[src/rtl/teclado_matricial_fifo.sv]
// -----------------------------------------------------------------------------
// teclado_matricial_fifo
// Matrix keypad scanner with internal debounce and a code FIFO.
// Drives one column at a time, samples the rows once per dwell period,
// debounces a press and its release, and queues one code per accepted press.
// Codes are linear: fila*COLS + columna.
//
// Ports:
//   clk_i              system clock
//   reset_i            asynchronous active-high reset
//   enable_i           scan enable (0 freezes dwell counter, FSM and columns)
//   filas_i            row sense, active high, already synchronised
//   columnas_o         one-hot column drive, active high
//   codigo_o           code at FIFO head (0 when empty)
//   valid_o            FIFO not empty
//   ready_i            consumer accepts codigo_o
//   ocupacion_o        number of stored codes
//   tecla_presionada_o key accepted and not yet released
//   overflow_o         sticky: a code was dropped on a full FIFO
//   clear_i            clears overflow_o
// -----------------------------------------------------------------------------
module teclado_matricial_fifo #(
    parameter  int ROWS       = 4,
    parameter  int COLS       = 4,
    parameter  int SCAN_DIV   = 1000,
    parameter  int DEBOUNCE   = 4,
    parameter  int FIFO_DEPTH = 8,
    localparam int CODE_W     = $clog2(ROWS*COLS)
) (
    input  logic                          clk_i,
    input  logic                          reset_i,
    input  logic                          enable_i,
    input  logic [ROWS-1:0]               filas_i,
    output logic [COLS-1:0]               columnas_o,
    output logic [CODE_W-1:0]             codigo_o,
    output logic                          valid_o,
    input  logic                          ready_i,
    output logic [$clog2(FIFO_DEPTH):0]   ocupacion_o,
    output logic                          tecla_presionada_o,
    output logic                          overflow_o,
    input  logic                          clear_i
);

    localparam int ROW_W  = $clog2(ROWS);
    localparam int COL_W  = $clog2(COLS);
    localparam int DIV_W  = $clog2(SCAN_DIV);
    localparam int DCNT_W = $clog2(DEBOUNCE+1);
    localparam int PTR_W  = $clog2(FIFO_DEPTH);

    typedef enum logic [1:0] {SCAN, DEB_PRESS, HELD, DEB_REL} state_t;

    state_t             state;
    logic [DIV_W-1:0]   div_cnt;
    logic [COL_W-1:0]   col_idx;
    logic [COL_W-1:0]   col_next;
    logic [ROW_W-1:0]   row_lat;
    logic [DCNT_W-1:0]  deb_cnt;
    logic               sample;
    logic               any_row;
    logic               row_hit;
    logic               deb_done;
    logic               push;
    logic [CODE_W-1:0]  push_code;

    logic [CODE_W-1:0]  mem [FIFO_DEPTH];
    logic [PTR_W-1:0]   wr_ptr;
    logic [PTR_W-1:0]   rd_ptr;
    logic [PTR_W:0]     count;
    logic               full;
    logic               pop;
    logic               wr_en;

    // Lowest-index active row wins when several rows are high.
    function automatic logic [ROW_W-1:0] lowest_row(input logic [ROWS-1:0] f);
        lowest_row = '0;
        for (int i = ROWS-1; i >= 0; i--) begin
            if (f[i]) lowest_row = ROW_W'(i);
        end
    endfunction

    function automatic logic [CODE_W-1:0] make_code(input logic [ROW_W-1:0] r,
                                                    input logic [COL_W-1:0] c);
        make_code = CODE_W'(int'(r) * COLS + int'(c));
    endfunction

    // Rows are only trusted on the last cycle of the dwell period, when the
    // column drive has had time to settle.
    assign sample   = enable_i && (div_cnt == DIV_W'(SCAN_DIV-1));
    assign any_row  = |filas_i;
    assign row_hit  = filas_i[row_lat];
    // deb_cnt holds agreeing samples so far; this sample would be the last one.
    assign deb_done = (deb_cnt == DCNT_W'(DEBOUNCE-1));
    assign col_next = (col_idx == COL_W'(COLS-1)) ? '0 : col_idx + 1'b1;

    always_comb begin
        columnas_o          = '0;
        columnas_o[col_idx] = 1'b1;
    end

    assign tecla_presionada_o = (state == HELD) || (state == DEB_REL);

    // Push strobe is combinational so the code lands in the FIFO on the same
    // edge as the accepting sample; valid_o follows one cycle later.
    always_comb begin
        push      = 1'b0;
        push_code = make_code(row_lat, col_idx);
        if (sample) begin
            case (state)
                SCAN: begin
                    if (any_row && DEBOUNCE == 1) begin
                        push      = 1'b1;
                        push_code = make_code(lowest_row(filas_i), col_idx);
                    end
                end
                DEB_PRESS: push = row_hit && deb_done;
                default: ;
            endcase
        end
    end

    always_ff @(posedge clk_i or posedge reset_i) begin
        if (reset_i) begin
            div_cnt <= '0;
        end else if (enable_i) begin
            div_cnt <= sample ? '0 : div_cnt + 1'b1;
        end
    end

    always_ff @(posedge clk_i or posedge reset_i) begin
        if (reset_i) begin
            state   <= SCAN;
            col_idx <= '0;
            row_lat <= '0;
            deb_cnt <= '0;
        end else if (sample) begin
            case (state)
                SCAN: begin
                    if (any_row) begin
                        row_lat <= lowest_row(filas_i);
                        deb_cnt <= DCNT_W'(1);
                        state   <= (DEBOUNCE == 1) ? HELD : DEB_PRESS;
                    end else begin
                        col_idx <= col_next;
                    end
                end
                DEB_PRESS: begin
                    if (row_hit) begin
                        deb_cnt <= deb_cnt + 1'b1;
                        if (deb_done) state <= HELD;
                    end else begin
                        state   <= SCAN;
                        col_idx <= col_next;
                        deb_cnt <= '0;
                    end
                end
                HELD: begin
                    if (!row_hit) begin
                        if (DEBOUNCE == 1) begin
                            state   <= SCAN;
                            col_idx <= col_next;
                            deb_cnt <= '0;
                        end else begin
                            state   <= DEB_REL;
                            deb_cnt <= DCNT_W'(1);
                        end
                    end
                end
                DEB_REL: begin
                    if (!row_hit) begin
                        if (deb_done) begin
                            state   <= SCAN;
                            col_idx <= col_next;
                            deb_cnt <= '0;
                        end else begin
                            deb_cnt <= deb_cnt + 1'b1;
                        end
                    end else begin
                        state   <= HELD;
                        deb_cnt <= '0;
                    end
                end
                default: state <= SCAN;
            endcase
        end
    end

    // Code FIFO, first-word-fall-through. A push on a full FIFO still
    // succeeds when the head is popped in the same cycle.
    assign full    = (count == (PTR_W+1)'(FIFO_DEPTH));
    assign valid_o = (count != '0);
    assign pop     = valid_o && ready_i;
    assign wr_en   = push && (!full || pop);

    always_ff @(posedge clk_i) begin
        if (wr_en) mem[wr_ptr] <= push_code;
    end

    always_ff @(posedge clk_i or posedge reset_i) begin
        if (reset_i) begin
            wr_ptr     <= '0;
            rd_ptr     <= '0;
            count      <= '0;
            overflow_o <= 1'b0;
        end else begin
            if (wr_en) wr_ptr <= wr_ptr + 1'b1;
            if (pop)   rd_ptr <= rd_ptr + 1'b1;
            case ({wr_en, pop})
                2'b10:   count <= count + 1'b1;
                2'b01:   count <= count - 1'b1;
                default: ;
            endcase
            // Set has priority over clear so a drop is never lost.
            if (push && full && !pop) overflow_o <= 1'b1;
            else if (clear_i)         overflow_o <= 1'b0;
        end
    end

    assign codigo_o    = valid_o ? mem[rd_ptr] : '0;
    assign ocupacion_o = count;

endmodule

[config.mk]
export PLATFORM = sky130hd
export DESIGN_NAME = teclado_matricial_fifo
export DESIGN_NICKNAME = d
export VERILOG_FILES = /design/src/rtl/teclado_matricial_fifo.sv
export SDC_FILE = /design/constraint.sdc
export NUM_CORES = 1
export LEC_CHECK = 0
export ABC_AREA = 1
export CELL_PAD_IN_SITES_DETAIL_PLACEMENT = 0
export CELL_PAD_IN_SITES_GLOBAL_PLACEMENT = 1
export CORE_MARGIN = 4
export CORE_UTILIZATION = 45
export DETAILED_ROUTE_END_ITERATION = 16
export GPL_TIMING_DRIVEN = 0
export PLACE_DENSITY = 0.85
export RECOVER_POWER = 25
export SLEW_MARGIN = 30
export SYNTH_ARGS = -nofsm -noshare
export SYNTH_HDL_FRONTEND = slang
export SYNTH_SLANG_ARGS = --single-unit
[constraint.sdc]
create_clock -name clk_i -period 2.62 [get_ports clk_i]
set_input_delay 0.524 -clock clk_i [delete_from_list [all_inputs] [get_ports clk_i]]
set_output_delay 0.524 -clock clk_i [all_outputs]
set_load 0.1 [all_outputs]
* Word level (Yosys, flattened, before mapping)
Memory sizes are Yosys's and may differ from the RTL's.
Index checks and enable logic that the tools add are counted.
** Storage, ports and cells
- Register bits :: 30
- Bits in writable memories :: 32
- Memories :: 1
- Output and inout bits :: 15
- Input port bits :: 9
- Word-level logic and storage cells :: 95
** Cells by class
- Reduce and logical (&&, ||, !) cells :: 21
- Equal/unequal tests :: 17
- $add $sub $neg :: 8
- Muxes and demuxes :: 36
- Order comparisons :: 3
** Memories
- mem :: words 8, bits a word 4, read ports 1, clocked after Yosys merged registers in 0, wr ports 1, RTL line 65 : logic [CODE_W-1:0] mem [FIFO_DEPTH];
** Operators by type and width (number)
- two-way mux 2 bit :: 15
- two-way mux 3 bit :: 5
- != test 2 bit, second input constant :: 6
- case mux 3 bit (4 select lines) :: 1
- adder 10 x 1 -> 10 bit, second input constant :: 1
- equality test 10 bit, second input constant :: 1
- two-way mux 10 bit :: 1
- adder 3 x 1 -> 3 bit, second input constant :: 3
- equality test 2 bit, second input constant :: 4
- two-way mux 1 bit :: 8
- case mux 2 bit (4 select lines) :: 1
- case mux 4 bit (2 select lines) :: 1
- logical AND 1 bit :: 7
- less-than comparator 2 x 3 -> 1 bit, second input constant :: 2
- != test 3 bit, second input constant :: 2
- case mux 2 bit (3 select lines) :: 1
- AND reduction 3 bit :: 2
- AND reduction 6 bit :: 1
- AND reduction 5 bit :: 1
- adder 4 x 1 -> 4 bit, second input constant :: 1
- adder 4 x 2 -> 4 bit :: 1
- equality test 2 x 1 -> 1 bit, second input constant :: 2
- equality test 4 bit, second input constant :: 1
- two-way mux 4 bit :: 1
- other kinds (13) :: 16

* Depth between registers and ports, before layout
- Depth in word-level cells :: 8
- Depth in mapped cells :: 13
- Depth with buffers taken out :: 13

* Worst setup path after synthesis
Ideal clock, no wire load.
- Kind :: register to output
- Start :: register count[3] (netlist: ocupacion_o[3])
- End :: output port codigo_o[0]
- Stages on the path, launching flop included :: 5
- Path slack :: -1.371 ns
- Required time :: 2.096 ns
- Arrival time :: 3.467 ns
- Buffers on the path :: 0
- Path through :: dfrtp_1 > inv_1 > nand3_1 > o21ai_0 > nor2_1
** Between the ends
- Word-level cells in the longest chain between the ends :: 2
** RTL lines
- from (decl) :: RTL line 68 : logic [PTR_W:0] count;
- from (signal assigned) :: RTL line 208 : 2'b10: count <= count + 1'b1;
- from (signal assigned) :: RTL line 209 : 2'b01: count <= count - 1'b1;
- nonzero test 4 bit :: RTL line 190 : assign valid_o = (count != '0);
- net valid_o :: RTL line 36 : output logic valid_o,
- two-way mux 4 bit :: RTL line 218 : assign codigo_o = valid_o ? mem[rd_ptr] : '0;
- to (decl) :: RTL line 35 : output logic [CODE_W-1:0] codigo_o,
The timed path passes the listed nets, and every way through them passes these cells.

* Worst setup path after layout
- Start :: register col_idx[0]
- End :: output port columnas_o[2]
** Between the ends
- Word-level cells in the longest chain between the ends :: 4
- Elaborated cells on any way between the ends :: 5
** RTL lines
- from (decl) :: RTL line 54 : logic [COL_W-1:0] col_idx;
- from (signal assigned) :: RTL line 143 : col_idx <= col_next;
- from (signal assigned) :: RTL line 152 : col_idx <= col_next;
- from (signal assigned) :: RTL line 160 : col_idx <= col_next;
- less-than comparator 2 x 3 -> 1 bit (not written as such) / >= comparator 2 x 1 -> 1 bit (equally long branches) :: RTL line 97 : columnas_o[col_idx] = 1'b1;
- logical AND 1 bit (not written as such) :: RTL line 97
- two-way mux 1 bit (not written as such) :: RTL line 97
- demux 1 bit (select 2 bit) * :: RTL line 97
- to (decl) :: RTL line 34 : output logic [COLS-1:0] columnas_o,
Mark *: on every way between the ends. The rest lies on a longest branch, timed or not.

==> metrics.md <==
| Metric | Value |
|---|---|
| Ratio of cells with drive above 1 in the final layout | 15.0% |
| Cts bufs inserted | 9 |
| Synth Area in Compound Gates | between 8 and 9% |
| # IOs | 24 |
| Mux share of post-synthesis cell area | 1.23% |
| Worst Tran Pin Value | roughly 0.97 ns |
| Initial DRC Count | between 100 and 150 |
| Synth warn | 0 |
| Post-Syn Instances | approximately 360 |
| Fmax | 399 MHz |
| Period minus WS final | around 2.5 ns |
| Setup TNS | 0 ns |
| Drc violations | 0 |
| Initial Util | between 40% and 50% |
| Sequential area share after synthesis | a little over half |
| Post-synth EDFFs | 32 |
| Worst Hold Class | register to register |
| Slew Limit Fails | 0 |
| Peak VDD IR | between 300 and 400 uV |
| Simple-gate share of the synthesized area | approximately a quarter |
| Hold bufs inserted after CTS | 0 |
| Dpl ws | -0.515 ns |
| Via density per instance | 4.91 |
| First-pass DRT Iterations | 4 |
| Pwr/cell area | roughly 610 nW/um2 |
| Die area | 8680 um2 |
| #FFs+latches synth | 62 |
| Sink Count | 62 |
| Deepest clock path buffer count | 2 |
| Initial antenna violation count | 0 |
| XOR/XNOR Fraction of Synth Area | ~1.9% |
| Setup violators final | 0 |
| Leakage power | approximately 0.0018 uW |
| Crit-path max FO | 12 |
| Post-synth cell types | 34 |
| Reg clk slew, reported paths | 0.07 ns |
| Mapped Avg Cell Area | ~9.1 um2 |
| Final hold vios | 0 |
| DP Wirelength | roughly 4600 um |
| Final cycle utilization of the critical path | 95.7% |
| Largest family of logic cells by synthesized area | simple AND/OR/NAND/NOR gates |
| Num rows | 30 |
| Worst EP arrival | around 2 ns |
| Crit end category | output pin |
| Core area | approximately 6900 um2 |
| CTS tree | built |
| Worst Slack Setup Final | 0.113 ns |
| WL final | 6090 um |
| Max Cap Viol | 0 |
| Root buffer cell | clkbuf_8 |
| RSZ-0062 raised after global routing | false |
| Status | completed |
| Syn Nets | 380 |
| Diodes inserted | 0 |
| Die Wd | between 90 and 100 um |
| GPL Wtd Cong | slightly below 0.8 |
| H-tree lvl count | 3 |
| Largest net degree at the start of global routing | 31 |
| Async SR Flop Fraction | about half |
| Port buffer count | 23 |
| Synthesis-to-finish area growth | 19.9% |
| First-pass GRT wire length | roughly 11000 um |
| WL per Instance | ~12 um |
| Worst setup path class | register to output pin |
| Adder-cell share of the synthesized area | 4.98% |
| Most used DFF post-synth | edfxtp_1 |
| Skew-Pair Late Insertion Delay | 0.33 ns |
| Remaining antenna violation count | 0 |
| Worst Path Required | about 2.1 ns |
| Via count | between 2000 and 2500 |
| Final Skew | between 0.006 and 0.007 ns |
| Final nets | 417 |
| Total grt overflow | 0 |
| Fin util | ~57% |
| Total Routing Usage GR | between 15 and 20% |
| Power Total | approximately 2400 uW |
| CP startpoint kind | register |
| Height of the chip | ~93 um |
| R2R setup slack | about 0.19 ns |
| Max_slew headroom | 35.3% |
| Number of global-route vias before repair | ~2400 |
| Synthesized area | roughly 3300 um2 |
## layout make-up
type	instances	area, um2
fill	639	2990
sequential	62	1720
multi-input combinational	244	1410
timing repair buffer	26	259
inverter	45	169
clock buffer	9	124
tap	96	120
clock inverter	7	73.8
buffer	7	38.8
## registers in the layout (all words and copies together) (netlist names), 2 cells and up, named ones only
register     flops
rd_ptr           3
ocupacion_o      4
div_cnt         10
wr_ptr           3
deb_cnt          3
mem             32
col_idx          2
row_lat          2
## cells in the final DEF, fill, tap and decap left out, drive strengths merged, types with 5 or more instances in the layout
cell type,count
o22ai,5
nand3,23
xor2,5
a21oi,5
ha,13
inv,46
nor2,59
dfrtp,30
buf,10
clkdlybuf4s50,12
nand4,9
o21ai,41
clkbuf,13
nand2,70
edfxtp,32
## worst max-delay path, stage by stage, from the launching register on
cell	delay, ns
dfrtp_1	0.50
inv_1	0.15
ha_1	0.14
dlygate4sd2_1	0.85
## logic make-up after synthesis
group	Yosys count
simple gates	166
mux	4
fa+ha+maj	13
compound gates	54
flops	62
buf+inv	52
xor+xnor	7
## cell usage after synthesis, types with 2 or more instances
master	n	share of area, %
dfrtp_1	30	23
nand2_1	67	7.7
ha_1	13	5.0
nor2_2	2	0.38
a21oi_1	5	0.77
o21ai_1	3	0.46
buf_2	5	0.77
clkbuf_1	2	0.23
o21bai_1	2	0.46
xor2_1	5	1.3
edfxtp_1	32	29
nand3_4	2	1.1
nand4_1	7	1.3
inv_1	44	5.1
nor2_1	55	6.3
o21ai_2	2	0.54
o22ai_1	5	0.96
nand3_1	20	3.1
mux2i_1	4	1.2
xnor2_1	2	0.54
nand2_2	3	0.58
o21ai_0	36	5.5
## routing by layer
metal  share of wire (%)  vias up  routed length (um)  GRT usage, %
li1                    -     1261                   -             -
met1                  45     1125                2740          19.3
met2                  50       39                3020          26.4
met3                 3.5       11                 214          3.78
met4                 1.8        0                 112          6.96
met5                   0        -                   0             0
## report_power, final
part | switching (uW) | internal (uW) | total, uW
clock network | 388 | 442 | 830
logic | 229 | 128 | 357
registers | 89.0 | 1100 | 1190
## path summary, 6_finish.rpt
kind / from / to / cells past startpoint
worst max-delay path: col_idx[0] / columnas_o[2] / 3
worst min-delay path: ocupacion_o[3] / ocupacion_o[3] / 2
worst max register to register: ocupacion_o[1] / ocupacion_o[2] / 9
worst min register to register: ocupacion_o[3] / ocupacion_o[3] / 2
max in group asynchronous: reset_i / ocupacion_o[1] / 2
min in group asynchronous: reset_i / rd_ptr[1] / 2
## what timing repair did
| item | CTS | global route |
|---|---|---|
| gates resized for setup | 33 | 16 |
| setup endpoints to repair | 10 | 9 |
| pin swaps | 0 | 2 |
| setup buffers | 0 | 3 |
## through the flow
stage               area [um2]  std cells  hold WS, ns
CTS                       3850        493        0.503
detailed placement        3660        477        0.486
global route              3910        496        0.559
global placement          3660        477        0.481
finish                    3910        496        0.499
floorplan                 3310        358        0.474
Power figures use the tool's default switching activity.
==> RTL change 1: new RTL, same flow settings <==
Make the reset (`reset_i`) synchronous in 3 clocked blocks. Comments in the files are not updated.
--- a/src/rtl/teclado_matricial_fifo.sv
+++ b/src/rtl/teclado_matricial_fifo.sv
@@ -118,7 +118,7 @@
         end
     end
 
-    always_ff @(posedge clk_i or posedge reset_i) begin
+    always_ff @(posedge clk_i) begin
         if (reset_i) begin
             div_cnt <= '0;
         end else if (enable_i) begin
@@ -126,7 +126,7 @@
         end
     end
 
-    always_ff @(posedge clk_i or posedge reset_i) begin
+    always_ff @(posedge clk_i) begin
         if (reset_i) begin
             state   <= SCAN;
             col_idx <= '0;
@@ -195,7 +195,7 @@
         if (wr_en) mem[wr_ptr] <= push_code;
     end
 
-    always_ff @(posedge clk_i or posedge reset_i) begin
+    always_ff @(posedge clk_i) begin
         if (reset_i) begin
             wr_ptr     <= '0;
             rd_ptr     <= '0;
Formal check against the unedited RTL: no difference found for any inputs over 10 cycles, from zero or initial values and one cycle with reset_i high; that may be too few to reach the edited logic, so the function may still have changed.
==> RTL change 1 against the unedited design <==
  * Design area shrank 2.9%
  * Utilization fell by 1.0 points
  * Sequential cell count increased by 3
  * Sequential share of layout area down 1.1 points
  * Synthesized cell count up 2.2%
  * Routed wire length grew 7.5%
  * Synthesized area decreased by 2.0%
  * Worst hold slack got worse by 0.056 ns
  * Worst setup slack lost 0.094 ns
  * Critical path type is now in2reg
  * Critical endpoint is now mem[5][3]$_DFFE_PP_
  * Highest routed layer unchanged
Power is not compared: it rests on default switching activity, and its combinational part moved more than twofold at a synthesized area within 25%.
==> RTL change 1: results (changes against the unedited design) <==
outcome=finished, final reports clean (unchanged); Async SR Flop Fraction=0% (was 48.4%); cell family with most CP delay=simple AND/OR/NAND/NOR gates (was buffers and inverters); routed len/inst=13.1 µm (was 12.3 µm); Worst EP arrival=2.57 ns (was 1.98 ns); Vias/cell=5.17 (was 4.91); Crit path largest cell delay=0.63 ns (was 0.85 ns); reg-to-reg slack, setup=0.26 ns (was 0.19 ns); Area contributors post-synth=edfxtp_1, dfxtp_1, nor2_1, inv_1, o21ai_0 (was edfxtp_1, dfrtp_1, nand2_1, nor2_1, o21ai_0); worst hold path depth=1 (was 2); Mapped Cells=366 (was 358); total track usage=16.9% (was 15.8%); Vias=2578 (was 2436); CP max FO=7 (was 12); Layout Skew=0.00828 ns (was 0.00613 ns); Crit-path slowest cell=clkdlybuf4s50_1 (was dlygate4sd2_1); gpl congestion=0.773 (was 0.789); vias in the first global route=2435 (was 2356); total power=3.48 mW; Synth top cells by count=nor2_1, inv_1, nand2_1, dfxtp_1 (was nand2_1, nor2_1, inv_1, o21ai_0, edfxtp_1); hold wc startpoint=rd_ptr[2]$_SDFFE_PP0N_ (was ocupacion_o[3]$_DFFE_PP0P_); nets=418 (was 417); largest net degree at the start of global routing=14 (was 31); Distinct cells, synth=35 (was 34); Most used DFF post-synth=dfxtp_1 (was edfxtp_1); sequential fraction of the synthesis area=50.7% (was 52.5%); Synthesized Nets=386 (was 380); first-pass GRT wire length=11.5 mm (was 10.6 mm); dpl hpwl=4.79 mm (was 4.58 mm); worst r2r src=row_lat[0]$_SDFFE_PP0P_ (was ocupacion_o[1]$_DFFE_PP0P_); Worst Reg-to-Reg Cells=8 (was 9)
[RTL change 1: stage by stage]
stage          util, %  setup slack, ns  area [µm²]  hold slack, ns
6_report          55.6           0.0192        3800           0.443
5_1_grt           55.6           -0.123        3800           0.493
4_1_cts           55.6           0.0167        3800           0.448
3_5_place_dp      52.9           -0.691        3620           0.431
3_3_place_gp      52.9           -0.672        3620           0.426
2_1_floorplan        -           0.0450        3270           0.412
[RTL change 1: worst max-delay path by stage]
| stage | endpoint | slack, ns | cells after the start |
|---|---|---|---|
| after floorplan | codigo_o[0] | 0.05 | 4 |
| after global placement | codigo_o[1] | -0.67 | 8 |
| after detailed placement | codigo_o[1] | -0.69 | 8 |
| after CTS | columnas_o[3] | 0.02 | 2 |
| after global routing | mem[3][3]$_DFFE_PP_ | -0.12 | 9 |
| final | mem[5][3]$_DFFE_PP_ | 0.02 | 9 |
[RTL change 1: timing repair]
action,CTS,global route
hold buffers,0,0
setup endpoints to repair,17,31
resized for setup,36,7
[RTL change 1: cells by family (layout without fill, tap and decap cells)]
group,Yosys count,after routing,share of synthesized area (%)
AND/OR/NAND/NOR,160,160,25.2
buffers and inverters,58,95,6.97
adder cells (fa/ha/maj),11,11,4.31
AO/OA/AOI/OAI,70,70,12.3
flip-flops,65,65,50.7
XOR/XNOR,2,2,0.548
[RTL change 1: power groups by stage]
stage	Clock, mW	Sequential, mW	Combinational, mW
after floorplan	0	1.40	0.992
after detailed placement	0	1.21	1.50
after global routing	0.888	1.23	1.59
after global placement	0	1.20	1.49
after CTS	0.833	1.20	1.48
final	0.811	1.22	1.46
[RTL change 1: area by class of cell]
cell class,count,area share [%]
clock inverter,6,1.55
buffer,6,0.790
clock buffer,10,3.36
timing repair buffer,23,5.73
multi-input combinational,243,37.7
tap,96,3.16
inverter,50,4.94
sequential,65,42.8
[RTL change 1: worst reg2reg max path, cell delays in order, from the launching register on]
cell	delay, ns
dfxtp_1	0.59
nand2_1	0.10
nand3_1	0.13
nand3_2	0.17
inv_1	0.15
nand2_1	0.09
nor2_2	0.15
nand2_2	0.11
nor3_1	0.50
[RTL change 1: metal layers]
layer,up-vias,routed length (µm),track usage [%]
met2,43,3230,27.5
met5,-,0,0
li1,1305,-,-
met1,1217,2990,21.9
met4,0,126,7.67
met3,13,193,3.12
==> RTL change 2: new RTL, config.mk and constraints unchanged <==
Without the edit above. Set the parameter `DEBOUNCE` to 8 (it was 4).
--- a/src/rtl/teclado_matricial_fifo.sv
+++ b/src/rtl/teclado_matricial_fifo.sv
@@ -23,7 +23,7 @@
     parameter  int ROWS       = 4,
     parameter  int COLS       = 4,
     parameter  int SCAN_DIV   = 1000,
-    parameter  int DEBOUNCE   = 4,
+    parameter  int DEBOUNCE   = 8,
     parameter  int FIFO_DEPTH = 8,
     localparam int CODE_W     = $clog2(ROWS*COLS)
 ) (
Formal check against the unedited RTL: same outputs for any inputs over 10 cycles, from zero or initial values and one cycle with reset_i high; that may be too few to reach the edited logic, so the function may still have changed.
==> RTL change 2 against the unedited design <==
  * Routed wire length grew 7.3%
  * Sequential cell count grew 1
  * Synthesized area up 1.8%
  * Critical path depth up 4
  * Design area increased by 2.1%
  * Clock skew rose by 0.0035 ns
  * Critical path type unchanged
  * Worst setup slack improved by 0.0060 ns
  * Utilization fell by 1.3 points
  * Highest routed layer unchanged
  * Count of clock-buffer cells in the layout did not move
Power is not compared: it rests on default switching activity, and its combinational part moved more than twofold at a synthesized area within 25%.
==> RTL change 2: results (changes against the unedited design) <==
First-pass DRT Iterations=4 (unchanged); pre-CTS setup slack=-0.500 ns (was -0.515 ns); fraction of layout cells with a size suffix above 1=16.8% (was 15.0%); post-synthesis compound-gate area fraction=8.70% (was 8.97%); sequential fraction of the synthesis area=52.3% (was 52.5%); gpl congestion=0.790 (was 0.789); outcome=finished, final reports clean (unchanged); grt met2 use=27.5% (was 26.4%); Synthesized Nets=375 (was 380); Vias=2472 (was 2436); Mean Syn Cell Area=9.36 µm² (was 9.11 µm²); Clock Sinks=63 (was 62); Hold Path Class=in2reg (was reg2reg); Distinct cells, synth=36 (was 34); nets=408 (was 417); switching pwr=1.86 mW; CP max FO=10 (was 12); met1 wire length=2.90 mm (was 2.74 mm); Final clock-cell share=5.89% (was 5.05%); largest net degree at the start of global routing=32 (was 31); total track usage=16.9% (was 15.8%); Async SR Flop Fraction=49.2% (was 48.4%); WL met3=237 µm (was 214 µm); fraction of area in multi-input gates=37.1% (was 36.0%); sequential share of cell area=43.8% (was 43.9%); Most used DFF post-synth=edfxtp_1 (unchanged); first-pass GRT wire length=11.6 mm (was 10.6 mm); clock-pin slew on the worst setup and hold paths=0.08 ns; Layout Skew=0.00967 ns (was 0.00613 ns); ant diodes=0 (unchanged); xor/xnor share of the synthesized area=2.90% (was 1.88%); M1 GR Usage=21.5% (was 19.3%); fillers=672 (was 639); Crit path largest cell delay=0.36 ns (was 0.85 ns); dpl hpwl=4.74 mm (was 4.58 mm); final instance area=4000 µm² (was 3910 µm²); measured slew at the worst slew-check pin=1.21 ns (was 0.967 ns); # port buffers=22 (was 23); NonClk Buf Share=6.26% (was 7.61%); Detailed Route Iter0 Violations=111 (was 148); Crit-path slowest cell=dfrtp_1 (was dlygate4sd2_1); Placement Cell Area=3770 µm² (was 3660 µm²); routed len/inst=13.3 µm (was 12.3 µm); Non-clk bufs=29 (was 33); top layer in use=met4 (unchanged); post-synthesis mux area share=0% (was 1.23%); WL met2=3.28 mm (was 3.02 mm); GRT met3 Usage=4.17% (was 3.78%); Inverters excl. clock=41 (was 45); post-synthesis adder-cell area fraction=4.14% (was 4.98%); clock latency at the later pin of the worst-skew pair=0.34 ns; Synth top cells by count=nand2_1, nor2_1, o21ai_0, inv_1, edfxtp_1 (was nand2_1, nor2_1, inv_1, o21ai_0, edfxtp_1); Area contributors post-synth=edfxtp_1, dfrtp_1, nand2_1, nor2_1, o21ai_0 (unchanged); static leakage=1.76 nW; vias in the first global route=2498 (was 2356); placed cells=476 (was 477); Final Non-Filler Cells=492 (was 496)
[RTL change 2: changes by cell type after synthesis, sizes merged, moves of 3 or more]
cell | unedited run | this run
a31oi | 0 | 5
inv | 45 | 40
nand2 | 70 | 65
nand4 | 9 | 12
nor2 | 59 | 62
o22ai | 5 | 1
mux2i | 4 | 0
xor2 | 5 | 8
nor3 | 2 | 6
[RTL change 2: path summary, 6_finish.rpt]
path                                        startpoint                    endpoint  slack (ns)  depth (start not counted)
max in group asynchronous                      reset_i  ocupacion_o[2]$_DFFE_PP0P_        0.95                          2
worst max register to register  div_cnt[0]$_DFFE_PP0P_  ocupacion_o[2]$_DFFE_PP0P_        0.25                         12
min in group asynchronous                      reset_i  ocupacion_o[1]$_DFFE_PP0P_        0.81                          2
worst min register to register  div_cnt[0]$_DFFE_PP0P_      div_cnt[0]$_DFFE_PP0P_        0.51                          1
worst max-delay path             rd_ptr[0]$_DFFE_PP0P_                 codigo_o[3]        0.12                          7
worst min-delay path                          enable_i      div_cnt[0]$_DFFE_PP0P_        0.41                          2
[RTL change 2: power by group through the flow]
| stage | clock (mW) | sequential [mW] | combinational, mW |
|---|---|---|---|
| floorplan | 0 | 1.51 | 1.31 |
| global placement | 0 | 1.30 | 1.87 |
| detailed placement | 0 | 1.30 | 1.89 |
| CTS | 1.03 | 1.28 | 1.89 |
| global route | 1.07 | 1.30 | 2.04 |
| finish | 1.01 | 1.28 | 1.89 |
[RTL change 2: critical path, delay by kind of cell (launching register included)]
| kind | cells | cell delay (ns) |
|---|---|---|
| buf+inv | 3 | 0.73 |
| compound gates | 2 | 0.38 |
| flops | 1 | 0.36 |
| simple gates | 2 | 0.16 |
[RTL change 2: what timing repair did]
item,in CTS,in global routing
buffers inserted,0,0
gates resized for setup,32,10
hold buffers,0,0
setup endpoints to repair,9,8
